### src/rtl/burst_rr_arb_pkg.sv
// ============================================================================
// Module      : burst_rr_arb_pkg
// Description : Shared state encoding and modulo helper for burst_rr_arbiter.
// Revision    : 1.0 - initial release
// ============================================================================
`default_nettype none

package burst_rr_arb_pkg;

    typedef enum logic [0:0] {
        ARB_IDLE = 1'b0,
        ARB_HOLD = 1'b1
    } arb_state_e;

    function automatic int unsigned wrap_inc(input int unsigned idx, input int unsigned n);
        return (idx + 1 >= n) ? 0 : idx + 1;
    endfunction

endpackage

`default_nettype wire

### src/rtl/rr_pick.sv
// ============================================================================
// Module      : rr_pick
// Description : Rotated priority encoder; first valid index starting at ptr.
// Revision    : 1.0 - initial release
// ============================================================================
`default_nettype none

module rr_pick #(
    parameter int NUM_REQ = 4,
    parameter int IDX_W   = $clog2(NUM_REQ)
) (
    input  logic [NUM_REQ-1:0] req_valid,
    input  logic [IDX_W-1:0]   ptr,
    output logic               any,
    output logic [IDX_W-1:0]   idx
);

    logic [2*NUM_REQ-1:0] w_dbl;
    logic [NUM_REQ-1:0]   w_rot;

    // Rotate so that bit 0 of w_rot corresponds to requester ptr.
    assign w_dbl = {req_valid, req_valid} >> ptr;
    assign w_rot = w_dbl[NUM_REQ-1:0];
    assign any   = |req_valid;

    always_comb begin
        idx = '0;
        for (int k = NUM_REQ - 1; k >= 0; k--) begin
            if (w_rot[k]) begin
                if (int'(ptr) + k >= NUM_REQ) begin
                    idx = IDX_W'(int'(ptr) + k - NUM_REQ);
                end else begin
                    idx = IDX_W'(int'(ptr) + k);
                end
            end
        end
    end

endmodule

`default_nettype wire

### src/rtl/burst_rr_arbiter.sv
// ============================================================================
// Module      : burst_rr_arbiter
// Description : Round-robin arbiter with up to MAX_BURST back-to-back grants.
//               Optional counters enabled by BURST_RR_ARB_PERF_EN.
// Revision    : 1.0 - initial release
// ============================================================================
`default_nettype none

module burst_rr_arbiter
    import burst_rr_arb_pkg::*;
#(
    parameter int  NUM_REQ   = 4,
    parameter int  MAX_BURST = 4,
    parameter int  CNT_W     = 16,
    localparam int IDX_W     = $clog2(NUM_REQ)
) (
    input  logic                     clk,
    input  logic                     rst,
    input  logic [NUM_REQ-1:0]       req_valid,
    output logic [NUM_REQ-1:0]       req_ready,
    output logic                     out_valid,
    output logic [IDX_W-1:0]         out_idx,
    input  logic                     out_ready,
    output logic [NUM_REQ*CNT_W-1:0] grant_cnt,
    output logic [CNT_W-1:0]         stall_cnt
);

    localparam int BURST_W = $clog2(MAX_BURST + 1);

    arb_state_e           r_state;
    logic [IDX_W-1:0]     r_ptr;
    logic [IDX_W-1:0]     r_owner;
    logic [BURST_W-1:0]   r_burst;

    logic                 w_any;
    logic [IDX_W-1:0]     w_scan_idx;
    logic                 w_hold_ok;
    logic [IDX_W-1:0]     w_sel;
    logic                 w_fire;

    rr_pick #(
        .NUM_REQ (NUM_REQ),
        .IDX_W   (IDX_W)
    ) u_pick (
        .req_valid (req_valid),
        .ptr       (r_ptr),
        .any       (w_any),
        .idx       (w_scan_idx)
    );

    assign w_hold_ok = (r_state == ARB_HOLD) && req_valid[r_owner];
    assign w_sel     = w_hold_ok ? r_owner : w_scan_idx;
    assign out_valid = w_any && !rst;
    assign out_idx   = out_valid ? w_sel : '0;
    assign w_fire    = out_valid && out_ready;

    always_comb begin
        req_ready = '0;
        if (w_fire) begin
            req_ready[w_sel] = 1'b1;
        end
    end

    always_ff @(posedge clk or posedge rst) begin
        if (rst) begin
            r_state <= ARB_IDLE;
            r_ptr   <= '0;
            r_owner <= '0;
            r_burst <= '0;
        end else begin
            case (r_state)
                ARB_IDLE: begin
                    if (w_fire) begin
                        if (MAX_BURST == 1) begin
                            r_ptr <= IDX_W'(wrap_inc(32'(w_sel), NUM_REQ));
                        end else begin
                            r_state <= ARB_HOLD;
                            r_owner <= w_sel;
                            r_burst <= BURST_W'(1);
                        end
                    end
                end
                ARB_HOLD: begin
                    if (w_hold_ok) begin
                        if (w_fire) begin
                            if (r_burst == BURST_W'(MAX_BURST - 1)) begin
                                r_state <= ARB_IDLE;
                                r_ptr   <= IDX_W'(wrap_inc(32'(r_owner), NUM_REQ));
                                r_burst <= '0;
                            end else begin
                                r_burst <= r_burst + BURST_W'(1);
                            end
                        end
                    end else begin
                        // Owner dropped: rotate past it; a same-cycle grant starts a new burst.
                        r_ptr <= IDX_W'(wrap_inc(32'(r_owner), NUM_REQ));
                        if (w_fire) begin
                            r_owner <= w_sel;
                            r_burst <= BURST_W'(1);
                        end else begin
                            r_state <= ARB_IDLE;
                            r_burst <= '0;
                        end
                    end
                end
                default: begin
                    r_state <= ARB_IDLE;
                end
            endcase
        end
    end

`ifdef BURST_RR_ARB_PERF_EN
    logic [CNT_W-1:0] r_stall_cnt;

    for (genvar gi = 0; gi < NUM_REQ; gi++) begin : g_grant_cnt
        logic [CNT_W-1:0] r_cnt;
        always_ff @(posedge clk or posedge rst) begin
            if (rst) begin
                r_cnt <= '0;
            end else if (req_ready[gi] && (r_cnt != {CNT_W{1'b1}})) begin
                r_cnt <= r_cnt + CNT_W'(1);
            end
        end
        assign grant_cnt[gi*CNT_W +: CNT_W] = r_cnt;
    end

    always_ff @(posedge clk or posedge rst) begin
        if (rst) begin
            r_stall_cnt <= '0;
        end else if (out_valid && !out_ready && (r_stall_cnt != {CNT_W{1'b1}})) begin
            r_stall_cnt <= r_stall_cnt + CNT_W'(1);
        end
    end
    assign stall_cnt = r_stall_cnt;
`else
    assign grant_cnt = '0;
    assign stall_cnt = '0;
`endif

endmodule

`default_nettype wire

### config.mk
export PLATFORM = sky130hd
export DESIGN_NAME = burst_rr_arbiter
export DESIGN_NICKNAME = d
export VERILOG_FILES = /design/src/rtl/burst_rr_arb_pkg.sv /design/src/rtl/rr_pick.sv /design/src/rtl/burst_rr_arbiter.sv
export SDC_FILE = /design/constraint.sdc
export NUM_CORES = 1
export LEC_CHECK = 0
export BUFFER_PORTS_ARGS = -buffer_cell sky130_fd_sc_hd__buf_2
export CAP_MARGIN = 20
export CORE_MARGIN = 2
export CORE_UTILIZATION = 25
export CTS_BUF_LIST = sky130_fd_sc_hd__clkbuf_4 sky130_fd_sc_hd__clkbuf_8
export DETAILED_ROUTE_END_ITERATION = 16
export PLACE_DENSITY = 0.58
export SLEW_MARGIN = 40
export SYNTH_ARGS = -nofsm -noshare
export SYNTH_HDL_FRONTEND = slang
export SYNTH_SLANG_ARGS = --single-unit
### constraint.sdc
create_clock -name clk -period 3.1 [get_ports clk]
set_clock_uncertainty 0.1 [all_clocks]
set_input_delay 0.155 -clock clk [delete_from_list [all_inputs] [get_ports clk]]
set_output_delay 0.155 -clock clk [all_outputs]
set_load 0.01 [all_outputs]
==> flow_metrics.py <==
metrics = {
    "status": {
        "outcome": "complete, no violations",
    },
    "yosys": {
        "syn_area_mm2": 0.00123,
        "synthMuxAreaShare": 0.0750,
        "synth.most_common_cell": "buf_4",
        "synth_area_leaders": "buf_4 49%, dfrtp_1 16%, mux2_2 3.6%",
        "yosys.cell_types.count": 34,
        "synth_edf_count": 0,
        "synth_top_area_frac": 0.486,
        "synth-simple-area-share": 0.124,
        "synth_adder_area_share": 0.0203,
        "yosys-top-cells-count": "80 x buf_4, 8 x dfrtp_1, 6 x inv_1, 6 x nand2_1, 5 x nor3_1",
        "synth.largest_area_cell": "buf_4",
        "ys_warn_count": 0,
        "synth-xor-area-share": 0,
        "synth.yosys.seq_area_share": 0.162,
        "avgSynthCellArea_um2": 8.29,
        "async_flop_share": 1.00,
        "synth_top_family_by_area": "buffers and inverters",
        "synth_seq_cells": 8,
        "synth-compound-area-share": 0.111,
        "synth_top_flop_cell": "dfrtp_1",
        "synth_cells": 149,
    },
    "worst_setup_path": {
        "rrSetupSlack_ns": 1.04,
        "critPathLaunchType": "flip-flop",
        "required_ns": 2.84,
        "cp_max_fo": 6,
        "criticalPathCategory": "reg -> out",
        "arrival_ns": 2.15,
        "cp-end-kind": "primary output",
        "cp_slowest_stage_delay_ns": 0.59,
        "crit_chain": "mux4_2 > and2_4 > o31a_1 > nor3_1 > buf_2",
        "slowest_stage": "mux4_2",
    },
    "drt": {
        "vias": 800,
        "dr.pass1.iters": 6,
        "wl_per_cell_um": 7.90,
        "ant_nets": 0,
        "drc": 0,
        "drt-total-wl_um": 1830,
        "vias_per_cell": 3.45,
        "drtIter0Drc": 51,
    },
    "clocking": {
        "cts_tree": "yes",
        "cts_resized": 0,
        "htree_levels": 1,
        "cts-buffers-inserted": 3,
        "insertion_delay_ns": 0.22,
        "clockBufferDepth": 2,
        "root_buffer": "clkbuf_8",
        "clock-sinks": 8,
        "cts.clk_slew.worst_paths_ns": 0.04,
    },
    "cells_and_area": {
        "nets": 176,
        "antenna_cells": 0,
        "syn_to_final_growth_pct": -8.00,
        "fin_cells": 232,
        "fin_area_mm2": 0.00114,
        "drive_gt1_frac": 0.164,
    },
    "global_route": {
        "grt_pass1_wl_um": 2590,
        "grt_use_total": 0.0609,
        "grt_util_met3": 0.0217,
        "gr-total-overflow": 0,
        "use_met1": 0.0786,
        "grt_pass1_vias": 586,
        "top_usage_layer": "met2",
        "grt_util_met2": 0.0883,
        "grt_max_degree": 11,
        "antenna_found_initial": 0,
    },
    "sta": {
        "drv_slew": 0,
        "max_freq_mhz": 416,
        "min_period_ns": 2.41,
        "relSlewSlack": 0.659,
        "tightest_slew_ns": 0.507,
        "setup_viol": 0,
        "fin_crit_sh": 0.776,
        "rsz0062_at_grt": "false",
        "hold_violations": 0,
        "setup_tns_ns": 0,
        "fin_ws_ns": 0.693,
    },
    "die": {
        "start_util": 0.260,
        "die_w_um": 74.3,
        "dieHeight_um": 74.3,
        "die_area_mm2": 0.00552,
        "io_pins": 94,
        "fp.coreArea_mm2": 0.00475,
        "rows": 25,
    },
    "place": {
        "dpl-instance-area_mm2": 0.00108,
        "gp_congestion": 0.848,
        "dp_hpwl_um": 1550,
        "dp_slack_ns": 0.933,
        "portBuffers": 13,
        "placedCellCount": 228,
    },
    "run": {
        "drv_cap": 0,
    },
    "pwr": {
        "total_power_mw": 0.663,
        "irDropWorstVdd_v": 0.000146,
        "p_per_area_mw_per_mm2": 584,
        "leakage_nw": 0.622,
    },
    "hold_path": {
        "hold_path.class": "in -> reg",
    },
}
## layer usage
layer | part of all wire | vias up
li1 | - | 376
met1 | 0.42 | 356
met2 | 0.42 | 66
met3 | 0.15 | 2
met4 | 0.0066 | 0
met5 | 0 | -
## report_power, final
group	internal, mW	leakage, nW	switching [mW]	total [mW]
combinational	0.156	0.501	0.184	0.340
sequential	0.146	0.0993	0.0596	0.205
clock	0.0834	0.0216	0.0338	0.117
total	0.385	0.622	0.278	0.663
## cell families after synthesis
kind of cell             Yosys count
AO/OA/AOI/OAI                     18
adder cells (fa/ha/maj)            2
buffers and inverters             86
flip-flops                         8
multiplexers                       7
other                              1
AND/OR/NAND/NOR                   27
## what timing repair did
| item | 4_1_cts | 5_1_grt |
|---|---|---|
| endpoints found under the setup margin | 0 | 0 |
| buffers inserted | 0 | 0 |
| hold buffers | 1 | 0 |
| endpoints found under the hold margin | 8 | 0 |
## through the flow
stage,utilization,hold WS (ns)
after floorplan,-,-0.129
after global placement,0.227,0.0633
after detailed placement,0.227,0.0605
after CTS,0.238,0.309
after global routing,0.239,0.355
final,0.239,0.323
## cell type report
type                       count  area (um2)
fill                         533        3620
tap                           67        83.8
timing repair buffer          14        75.1
inverter                       6        22.5
clock buffer                   3        41.3
sequential                     8         200
multi-input combinational    134         713
## flip-flops by register name, indices dropped and copies added (netlist names)
signal and cells:
r_state 1, r_ptr 2, r_owner 2, r_burst 3
## worst paths after layout
kind	from	endpoint	depth (start not counted)
setup / recovery	r_owner[0]	req_ready[3]	5
hold / removal	out_ready	r_burst[1]	4
setup reg to reg	r_owner[0]	r_owner[0]	3
hold reg to reg	r_burst[2]	r_burst[2]	1
max in group asynchronous	rst	r_burst[2]	3
min in group asynchronous	rst	r_owner[0]	3
## critical path, delay by kind of cell (launching register included)
kind            cells  cell delay, ns
compound gates      1            0.34
buf+inv             1            0.16
flops               1            0.45
mux                 1            0.59
simple gates        2            0.38
## placed cells by master, fill, tap and decap left out, drive strengths merged, types with 3 or more instances in the layout
master,Yosys,layout
and3,3,3
buf,80,13
clkbuf,0,3
conb,1,80
dfrtp,8,8
inv,6,6
mux2,5,5
nand2,6,6
nor2,3,3
nor3,5,5
o21a,3,3
o21ai,4,4
Note: power is estimated with default switching activity, not from simulation.
